### src/rtl/sp_ram_pkg.sv
// Shared constants and types for the byte-enable single-port RAM.
// Read-during-write mode codes, FSM state type and address-width helper.
package sp_ram_pkg;

    localparam int RDW_READ_FIRST  = 0;
    localparam int RDW_WRITE_FIRST = 1;
    localparam int RDW_NO_CHANGE   = 2;

    typedef enum logic {
        ST_IDLE,
        ST_CLEAR
    } state_e;

    // Address width for a given depth, never narrower than one bit.
    function automatic int addr_w(input int depth);
        return (depth > 1) ? $clog2(depth) : 1;
    endfunction

endpackage

### src/rtl/sp_ram_be_if.sv
// Access bus between a local master and the sp_ram_be block.
// The slave modport belongs to the RAM; the master modport belongs to the requester.
interface sp_ram_be_if #(
    parameter int DATA_W = 32,
    parameter int DEPTH  = 64
);
    localparam int AW = sp_ram_pkg::addr_w(DEPTH);
    localparam int NB = DATA_W / 8;

    logic              en;
    logic              we;
    logic [NB-1:0]     be;
    logic [AW-1:0]     addr;
    logic [DATA_W-1:0] wdata;
    logic [DATA_W-1:0] rdata;
    logic              rvalid;
    logic              addr_err;
    logic              clr_req;
    logic              busy;

    modport master (
        output en, we, be, addr, wdata, clr_req,
        input  rdata, rvalid, addr_err, busy
    );

    modport slave (
        input  en, we, be, addr, wdata, clr_req,
        output rdata, rvalid, addr_err, busy
    );

endinterface

### src/rtl/sp_ram_array.sv
// Plain storage array: byte-enable synchronous write, registered read.
// The read returns the word as it was before any write in the same cycle.
module sp_ram_array
    import sp_ram_pkg::*;
#(
    parameter int DATA_W = 32,
    parameter int DEPTH  = 64
) (
    input  logic                        clk,
    input  logic                        we_i,
    input  logic [DATA_W/8-1:0]         be_i,
    input  logic [addr_w(DEPTH)-1:0]    addr_i,
    input  logic [DATA_W-1:0]           wdata_i,
    output logic [DATA_W-1:0]           rdata_o
);
    localparam int NB = DATA_W / 8;

    logic [DATA_W-1:0] mem [DEPTH];
    logic [DATA_W-1:0] rdata_q;

    always_ff @(posedge clk) begin
        rdata_q <= mem[addr_i];
        if (we_i) begin
            for (int i = 0; i < NB; i++) begin
                if (be_i[i]) begin
                    mem[addr_i][i*8 +: 8] <= wdata_i[i*8 +: 8];
                end
            end
        end
    end

    assign rdata_o = rdata_q;

endmodule

### src/rtl/sp_ram_be.sv
// Parametrised single-port RAM with byte enables, selectable read-during-write
// behaviour, optional output register, range checking and a zeroing engine.
module sp_ram_be
    import sp_ram_pkg::*;
#(
    parameter int DATA_W        = 32,
    parameter int DEPTH         = 64,
    parameter int RDW_MODE      = 0,
    parameter int OUT_REG       = 0,
    parameter int INIT_ON_RESET = 1
) (
    input  logic          clk,
    input  logic          rst_n,
    sp_ram_be_if.slave    bus
);
    localparam int              AW        = addr_w(DEPTH);
    localparam int              NB        = DATA_W / 8;
    localparam logic [AW-1:0]   LAST      = AW'(DEPTH - 1);
    localparam state_e          RST_STATE = (INIT_ON_RESET != 0) ? ST_CLEAR : ST_IDLE;

    state_e            state_q, state_d;
    logic [AW-1:0]     cnt_q, cnt_d;
    logic              busy, acc, in_range;
    logic              arr_we;
    logic [NB-1:0]     arr_be;
    logic [AW-1:0]     arr_addr;
    logic [DATA_W-1:0] arr_wdata, arr_rdata;

    assign busy     = (state_q == ST_CLEAR);
    assign acc      = bus.en & ~busy;
    assign bus.busy = busy;

    // A power-of-two depth covers every address, so no compare is built.
    if ((1 << AW) == DEPTH) begin : g_pow2
        assign in_range = 1'b1;
    end else begin : g_range
        assign in_range = ({1'b0, bus.addr} < (AW+1)'(DEPTH));
    end

    always_ff @(posedge clk or negedge rst_n) begin
        if (!rst_n) begin
            state_q <= RST_STATE;
            cnt_q   <= '0;
        end else begin
            state_q <= state_d;
            cnt_q   <= cnt_d;
        end
    end

    always_comb begin
        state_d = state_q;
        cnt_d   = cnt_q;
        case (state_q)
            ST_IDLE: begin
                if (bus.clr_req) begin
                    state_d = ST_CLEAR;
                    cnt_d   = '0;
                end
            end
            ST_CLEAR: begin
                if (cnt_q == LAST) begin
                    state_d = ST_IDLE;
                    cnt_d   = '0;
                end else begin
                    cnt_d = cnt_q + AW'(1);
                end
            end
            default: state_d = ST_IDLE;
        endcase
    end

    // The clear engine owns the array port for as long as it runs.
    always_comb begin
        arr_we    = acc & bus.we & in_range;
        arr_be    = bus.be;
        arr_addr  = bus.addr;
        arr_wdata = bus.wdata;
        if (busy) begin
            arr_we    = 1'b1;
            arr_be    = '1;
            arr_addr  = cnt_q;
            arr_wdata = '0;
        end
    end

    sp_ram_array #(
        .DATA_W (DATA_W),
        .DEPTH  (DEPTH)
    ) u_array (
        .clk     (clk),
        .we_i    (arr_we),
        .be_i    (arr_be),
        .addr_i  (arr_addr),
        .wdata_i (arr_wdata),
        .rdata_o (arr_rdata)
    );

    logic              s1_rsp_q, s1_err_q, s1_merge_q;
    logic [NB-1:0]     s1_be_q;
    logic [DATA_W-1:0] s1_wdata_q;
    logic [DATA_W-1:0] s1_mask, s1_data;

    always_ff @(posedge clk or negedge rst_n) begin
        if (!rst_n) begin
            s1_rsp_q   <= 1'b0;
            s1_err_q   <= 1'b0;
            s1_merge_q <= 1'b0;
            s1_be_q    <= '0;
            s1_wdata_q <= '0;
        end else begin
            s1_rsp_q   <= acc & (~bus.we | (RDW_MODE != RDW_NO_CHANGE));
            s1_err_q   <= acc & ~in_range;
            s1_merge_q <= acc & bus.we & (RDW_MODE == RDW_WRITE_FIRST);
            s1_be_q    <= bus.be;
            s1_wdata_q <= bus.wdata;
        end
    end

    for (genvar gi = 0; gi < NB; gi++) begin : g_mask
        assign s1_mask[gi*8 +: 8] = {8{s1_be_q[gi]}};
    end

    // Array output is the pre-write word; WRITE_FIRST overlays the new lanes here.
    always_comb begin
        s1_data = arr_rdata;
        if (s1_err_q) begin
            s1_data = '0;
        end else if (s1_merge_q) begin
            s1_data = (arr_rdata & ~s1_mask) | (s1_wdata_q & s1_mask);
        end
    end

    if (OUT_REG != 0) begin : g_oreg
        logic [DATA_W-1:0] rdata_q;
        logic              rvalid_q, err_q;

        always_ff @(posedge clk or negedge rst_n) begin
            if (!rst_n) begin
                rdata_q  <= '0;
                rvalid_q <= 1'b0;
                err_q    <= 1'b0;
            end else begin
                if (s1_rsp_q) rdata_q <= s1_data;
                rvalid_q <= s1_rsp_q;
                err_q    <= s1_err_q;
            end
        end

        assign bus.rdata    = rdata_q;
        assign bus.rvalid   = rvalid_q;
        assign bus.addr_err = err_q;
    end else begin : g_noreg
        logic [DATA_W-1:0] hold_q;

        always_ff @(posedge clk or negedge rst_n) begin
            if (!rst_n) begin
                hold_q <= '0;
            end else if (s1_rsp_q) begin
                hold_q <= s1_data;
            end
        end

        assign bus.rdata    = s1_rsp_q ? s1_data : hold_q;
        assign bus.rvalid   = s1_rsp_q;
        assign bus.addr_err = s1_err_q;
    end

endmodule

### src/flat_wrapper.sv
// flat-port wrapper written by rule: the top's interface ports become plain ports
module sp_ram_be_flat import sp_ram_pkg::*;
#(
    parameter int DATA_W        = 32,
    parameter int DEPTH         = 64,
    parameter int RDW_MODE      = 0,
    parameter int OUT_REG       = 0,
    parameter int INIT_ON_RESET = 1
)
  (clk, rst_n, bus_en, bus_we, bus_be, bus_addr, bus_wdata, bus_clr_req, bus_rdata, bus_rvalid, bus_addr_err, bus_busy);
  sp_ram_be_if #(.DATA_W(DATA_W), .DEPTH(DEPTH)) bus_i ();
  input  logic clk;
  input  logic rst_n;
  input wire logic [$bits(bus_i.en)-1:0] bus_en;
  input wire logic [$bits(bus_i.we)-1:0] bus_we;
  input wire logic [$bits(bus_i.be)-1:0] bus_be;
  input wire logic [$bits(bus_i.addr)-1:0] bus_addr;
  input wire logic [$bits(bus_i.wdata)-1:0] bus_wdata;
  input wire logic [$bits(bus_i.clr_req)-1:0] bus_clr_req;
  output wire logic [$bits(bus_i.rdata)-1:0] bus_rdata;
  output wire logic [$bits(bus_i.rvalid)-1:0] bus_rvalid;
  output wire logic [$bits(bus_i.addr_err)-1:0] bus_addr_err;
  output wire logic [$bits(bus_i.busy)-1:0] bus_busy;
  assign bus_i.en = bus_en;
  assign bus_i.we = bus_we;
  assign bus_i.be = bus_be;
  assign bus_i.addr = bus_addr;
  assign bus_i.wdata = bus_wdata;
  assign bus_i.clr_req = bus_clr_req;
  assign bus_rdata = bus_i.rdata;
  assign bus_rvalid = bus_i.rvalid;
  assign bus_addr_err = bus_i.addr_err;
  assign bus_busy = bus_i.busy;
  sp_ram_be #(.DATA_W(DATA_W), .DEPTH(DEPTH), .RDW_MODE(RDW_MODE), .OUT_REG(OUT_REG), .INIT_ON_RESET(INIT_ON_RESET)) u_core (.clk(clk), .rst_n(rst_n), .bus(bus_i));
endmodule
### config.mk
export PLATFORM = sky130hd
export DESIGN_NAME = sp_ram_be_flat
export DESIGN_NICKNAME = d
export VERILOG_FILES = /design/src/rtl/sp_ram_pkg.sv /design/src/rtl/sp_ram_be_if.sv /design/src/rtl/sp_ram_array.sv /design/src/rtl/sp_ram_be.sv /design/src/flat_wrapper.sv
export SDC_FILE = /design/constraint.sdc
export NUM_CORES = 2
export LEC_CHECK = 0
export ABC_CLOCK_PERIOD_IN_PS = 4600
export CAP_MARGIN = 20
export CORE_ASPECT_RATIO = 2
export CORE_MARGIN = 8
export CORE_UTILIZATION = 40
export DETAILED_ROUTE_END_ITERATION = 16
export HOLD_SLACK_MARGIN = 0.06
export PLACE_DENSITY_LB_ADDON = 0.3
export SLEW_MARGIN = 20
export SYNTH_ARGS = -nofsm -noshare
export SYNTH_HDL_FRONTEND = slang
export SYNTH_HIERARCHICAL = 1
export SYNTH_SLANG_ARGS = --single-unit
### constraint.sdc
create_clock -name clk -period 4.6 [get_ports clk]
set_clock_uncertainty 0.2 [all_clocks]
set_input_delay 0.69 -clock clk [delete_from_list [all_inputs] [get_ports clk]]
set_output_delay 0.69 -clock clk [all_outputs]
set_load 0.05 [all_outputs]
; ---- After elaboration in Yosys (flattened, before gate mapping)
; Memory sizes are Yosys's and may differ from the RTL's. A register that Yosys moved wholly into a read port is not among the register bits.
; Cells that the tools add are included.
[totals]
ff_bits = 40
n_memories = 1
ramBits = 2048
inputBits = 47
out_inout_bits = 35
[classes]
n_addsub = 1
bitwise = 3
n_mux = 23
n_eq_ne = 2
[mem_list]
columns = name, words, word_bits, rd, rd_clocked_by_memory_dff, wr, line_no
row1 = u_core.u_array.mem, 64, 32, 1, 1, 1, sp_ram_array.sv:18  ; logic [DATA_W-1:0] mem [DEPTH];
[ops]
columns = cell, n
row1 = $mux 32, 2
row2 = $mux 6, 3
row3 = $mux 1, 15
row4 = $pmux 6 s2, 1
row5 = $add 6x1->6 const B, 1
row6 = $eq 6x6->1 const B, 1
row7 = $mux 4, 1
row8 = $and 1x1->1, 2
row9 = $ne 2x2->1 const B, 1
row10 = $pmux 1 s2, 1
row11 = $not 1->1, 1

; ---- Depth between registers and ports, before layout
[logic_depth]
depth_word = 6
mapped_depth = 13
ltp_nobuf = 8

; ---- Hierarchy
; Netlist, hierarchy kept.
[by_module_without_submodules]
columns = module, area_per_inst_um2, cells_per_inst, n_inst, seq_area_each_um2
row1 = sp_ram_array, 79048.3, 4646, 1, 62139.6
row2 = sp_ram_be, 1989.4, 161, 1, 1002.2

; ---- Worst setup path before layout
; No wires, ideal clock.
[synth_timing]
path_kind = register to register
startpoint = reg u_core.state_q (netlist: u_core/bus.busy)
endpoint = mem u_core.u_array.mem[12][0], enable pin
arrival_ns = 2.979
slack_ns = 1.051
synth_period_minus_slack_ns = 3.549
path_stages_with_launch = 10
required_ns = 4.029
setup_time_ns = 0.371
path_cell_list = dfstp_2 -> buf_6 -> mux2_2 -> clkbuf_1 -> or3b_2 -> clkbuf_1 -> clkbuf_1 -> clkbuf_1 -> buf_1 -> nor2_1
[synth_lines]
columns = element, line_no
row1 = from (decl), sp_ram_be.sv:21  ; state_e state_q, state_d;
row2 = from (signal assigned), sp_ram_be.sv:45  ; state_q <= state_d;
row3 = $mux 6, sp_ram_be.sv:78  ; if (busy) begin
row4 = named net u_core.arr_addr[5], sp_ram_be.sv:26  ; logic [AW-1:0] arr_addr;
row5 = to (decl), sp_ram_array.sv:18
; The timed path passes the listed nets, and every way through them passes these cells.

; ---- Final worst setup path
[layout_timing]
startpoint = reg u_core.state_q (netlist: u_core/bus.busy)
endpoint = reg u_core.u_array.rdata_q[5] (netlist: u_core/u_array/rdata_o[5]), read port of u_core.u_array.mem
[layout_between]
elab_chain_len = 1
[layout_rtl]
columns = element, line_no
row1 = $mux 6, sp_ram_be.sv:78
row2 = named net u_core.arr_addr[2], sp_ram_be.sv:26
row3 = to (decl), sp_ram_array.sv:19  ; logic [DATA_W-1:0] rdata_q;
; The timed path passes the listed nets, and every way through them passes these cells.
; A chain may end at the register's enable or synchronous reset.

==> results <==
- After detailed routing, the average wire length per cell comes to 35.1 µm.
- For this configuration, the core starts out at a cell density of approximately two fifths.
- When the netlist entered floorplanning its net count stood at 4855.
- The number of library cell types mapped by synthesis is 64.
- Entering global routing, the biggest net connects 66 pins.
- The post-synthesis instance total is 4807.
- The detailed router put a total of 89700 µm of wire on met1.
- VDD sags by at most 0.445 mV.
- After clock tree synthesis, the setup repair step added 0 buffers.
- The number of nets in the layout is 5193.
- The weighted congestion reported at the end of routability-driven placement is 0.931.
- The wire length of the first global-routing pass is between 300000 and 400000 µm.
- The synthesized design contains 2048 enable-type register cells.
- The total grt overflow is 0.
- The number of global-route vias before repair is 49800.
- The number of placement rows is 233.
- Data on the critical path arrives at its endpoint at 4820 ps.
- The initial antenna violation count was 19.
- After synthesis, the share of cell area in mux cells is 3.89%.
- The post-synthesis area per instance is between 15 and 20 µm².
- The number of top-level design ports is 82.
- Max-cap violations in this run came to 0.
- Detailed placement finished with a half-perimeter wire length of 187000 µm.
- The xor and xnor area share after synthesis is less than 1%.
- In this run the worst setup path terminates at u_core/u_array/rdata_o[5].
- The final wirelength is 280000 µm.
- After layout, the worst setup slack is 326 ps.
- Using the TritonRoute via totals, the vias-per-cell ratio works out to 6.29.
- The routed design uses 20900 µm of met3 wire.
- Measured along the x axis, the die boundary spans 334 µm.
- The type of the most critical hold path is input pin to register.
- The core region is 201000 µm².
- The arithmetic-cell share of the synthesized area counting full adders, half adders and majority gates is 0.0154%.
- The worst register-to-register path begins at u_core/bus.busy.
- The number of search-and-repair iterations in the first detailed-routing pass is 6.
- The worst register-to-register path has a depth of 9.
- The predominant post-synthesis flop cell is sky130_fd_sc_hd__edfxtp_1.
- The quantity of gates resized following cts is 0.
- The worst-case setup slack after placement is roughly 110 ps.
- The run finished with clean final reports.
- The startpoint type of the worst setup path is a register.
- The wire length on met2 is 143000 µm.
- The setup TNS is 0 ps.
- The number of setup violations in the final report is 0.
- The count of non-filler cells in the finished layout is between 7000 and 8000.
- The number of DRC markers after the initial detailed-route iteration is 6360.
- The fraction of layout cells with a size suffix above 1 is between 15 and 20%.
- The maximum clock frequency is 234 MHz.
- Compared with the post-synthesis result, the final layout area differs by 15.4%.
- At the pin with the least slew margin, the transition time is 1140 ps.
- The synthesized netlist devotes 4.42% of its cell area to simple gates.
- The count of warnings emitted by yosys is 6.
- The count of final hold-check violations is 0.
- Of all flip-flops after synthesis, the portion carrying an async set or reset was 1.89%.
- In the final layout, the multi-input gates occupy about 16000 µm².
- The startpoint of the most critical setup path is u_core/bus.busy.
- Global routing used about a quarter of the available tracks across all layers.
- The H-tree was split into 4 levels.
- The max-slew violation count is 0.
- The sequential cell area in the final layout is 63100 µm².
- The worst register-to-register path ends at u_core/u_array/rdata_o[5].
- The worst setup path is captured at a register.
- After synthesis, the largest family of logic cells by area is compound AO/OA/AOI/OAI gates.
- The synthesized design devotes to its leading area cell type 75.9% of total area.
- Setup repair after global routing left no endpoint under its margin.
- Once detail routing completed, the nets flagged for antenna violations numbered 0.
- In the post-synthesis netlist, the biggest area contributors are sky130_fd_sc_hd__edfxtp_1, sky130_fd_sc_hd__a221oi_1, sky130_fd_sc_hd__a22oi_1.
- No sink is reached through more buffers than the 4 on the longest clock path.
- Including well taps, the total number of placed cells is between 7000 and 8000.
- The die outline height is 653 µm.
- The clock slew seen by the registers of the worst setup and hold paths is 70 ps.
- At the worst endpoint, the required time is about 5100 ps.
- The setup path with the least slack is of type register to register.
- The clock tree from TritonCTS is done.
- CTS saw 2120 sinks.
- The root buffer cell chosen for the clock tree is sky130_fd_sc_hd__clkbuf_16.
- The fill cell instance count of the final layout is 17100.
- The final period utilization is 92.9%.
- Summing the areas of all compound-gate instances in the mapped netlist gives 11.5% of the synthesized area.
- The count of unresolved DRC violations after routing is 0.
- The power density relative to cell area is 669 nW/µm².
- Along the worst path, the maximum fanout reaches 33.
- After synthesis, flip-flops and latches occupy between 70% and 80% of the total area.
- The number of buffers added to fix hold violations after cts is 1.
- The clock latency at the later pin of the worst-skew pair is approximately 870 ps.
- The worst path in the final design needs a cycle of 4270 ps, including I/O delays and setup.
- The floorplan step defined a die boundary enclosing 218000 µm².
- Measured against its own limit, the worst slew margin works out to 23.7%.
- The setup slack of the worst register-to-register path is 330 ps.
- The highest layer touched by signal routing is met5.
- The synthesized netlist occupies a cell area of ~80000 µm².
- The number of clock buffers added by TritonCTS is 173.
- The flip-flop and latch count after synthesis is 2120.
- Across all layers, the routed design uses 50200 vias.
- The static leakage power is 0.0302 µW.
- The quantity of I/O buffers inserted on ports is 80.
- sky130_fd_sc_hd__edfxtp_1 takes more of the synthesized area than any other cell.
[synthesized netlist by cell type (56+ instances only)]
library cell	instances
sky130_fd_sc_hd__a22oi_1	291
sky130_fd_sc_hd__clkbuf_1	171
sky130_fd_sc_hd__mux2i_1	92
sky130_fd_sc_hd__nor2_1	511
sky130_fd_sc_hd__edfxtp_1	2048
sky130_fd_sc_hd__mux2_2	109
sky130_fd_sc_hd__nor3_1	56
sky130_fd_sc_hd__o21ai_0	107
sky130_fd_sc_hd__buf_2	122
sky130_fd_sc_hd__nand2_1	86
sky130_fd_sc_hd__a21oi_1	65
sky130_fd_sc_hd__a221oi_1	493
sky130_fd_sc_hd__o22ai_1	136
[metal layers]
layer  global-route usage (%)  vias to the layer above
met1                     26.8                    25900
li1                         -                    20300
met3                     3.52                      885
met5                        0                        -
met2                     43.9                     2973
met4                     19.5                       10
[per-stage QoR]
step | total power [µW] | hold WS, ps | area [µm²] | util (%)
final | 62600 | 297 | 93500 | 46.4
after global routing | 63900 | 287 | 93500 | 46.4
after detailed placement | 47800 | 283 | 88000 | 43.7
after global placement | 47700 | 283 | 88000 | 43.7
after CTS | 62400 | 258 | 93400 | 46.4
after floorplan | 35800 | 194 | 81000 | -
[cells in the final DEF (no fill, tap or decap), types with 83 or more instances in the layout]
cell type	Yosys	final
sky130_fd_sc_hd__edfxtp_1	2048	2048
sky130_fd_sc_hd__nor2_1	511	507
sky130_fd_sc_hd__a221oi_1	493	493
sky130_fd_sc_hd__buf_4	16	409
sky130_fd_sc_hd__a22oi_1	291	291
sky130_fd_sc_hd__clkbuf_16	0	177
sky130_fd_sc_hd__o22ai_1	136	136
sky130_fd_sc_hd__mux2_2	109	106
sky130_fd_sc_hd__o21ai_0	107	106
sky130_fd_sc_hd__mux2i_1	92	92
sky130_fd_sc_hd__nand2_1	86	83
[state kept, by name (all words and copies together) (netlist names)]
register / flops
u_core/u_array/rdata_o: 32
u_core/bus.rvalid: 1
u_core/u_array/mem: 2048
u_core/cnt_q: 6
u_core/bus.busy: 1
u_core/g_noreg.hold_q: 32
[final cells by class]
| class | count | share of cell area, % |
|---|---|---|
| Clock inverter | 72 | 0.804 |
| Sequential cell | 2120 | 67.5 |
| Multi-Input combinational cell | 2299 | 17.6 |
| Tap cell | 2702 | 3.62 |
| Clock buffer | 224 | 5.02 |
| Inverter | 5 | 0.0361 |
| Timing Repair Buffer | 546 | 5.34 |
| Antenna cell | 11 | 0.0294 |
[power breakdown]
part           total [µW]  switching [µW]  leakage, µW  internal [µW]
registers           23500             652       0.0198          22800
logic               24300           16900      0.00774           7410
clock network       14800            6760      0.00266           8050
total               62600           24300       0.0302          38300
[worst min path at each step]
stage | startpoint | end | slack (ps) | cells after the start
global route | bus_en | u_core/bus.rvalid | 290 | 2
finish | bus_en | u_core/bus.rvalid | 300 | 2
CTS | bus_en | u_core/bus.rvalid | 260 | 2
global placement | u_core/g_noreg.hold_q[16] | u_core/g_noreg.hold_q[16] | 280 | 1
floorplan | rst_n | u_core/bus.rvalid | 190 | 0
detailed placement | u_core/u_array/rdata_o[21] | u_core/g_noreg.hold_q[21] | 280 | 1
[worst max-delay path, stage by stage (launching register included)]
cell                       delay (ps)
sky130_fd_sc_hd__dfstp_4          750
sky130_fd_sc_hd__mux2_8           490
sky130_fd_sc_hd__nor2b_4          250
sky130_fd_sc_hd__buf_12           230
sky130_fd_sc_hd__buf_4            260
sky130_fd_sc_hd__a221oi_1         330
sky130_fd_sc_hd__nor2_1            80
sky130_fd_sc_hd__o21ai_0          830
sky130_fd_sc_hd__nand4_1          280
sky130_fd_sc_hd__or3_1            380
[cells by family after synthesis]
kind of cell / after synthesis
other: 1
and+or+nand+nor: 818
DFF: 2120
AOI/OAI and AO/OA: 1230
xor gates and xnor gates: 2
muxes: 247
buffers and inverters: 388
adders and majority gates: 1
Power figures use the tool's default switching activity.
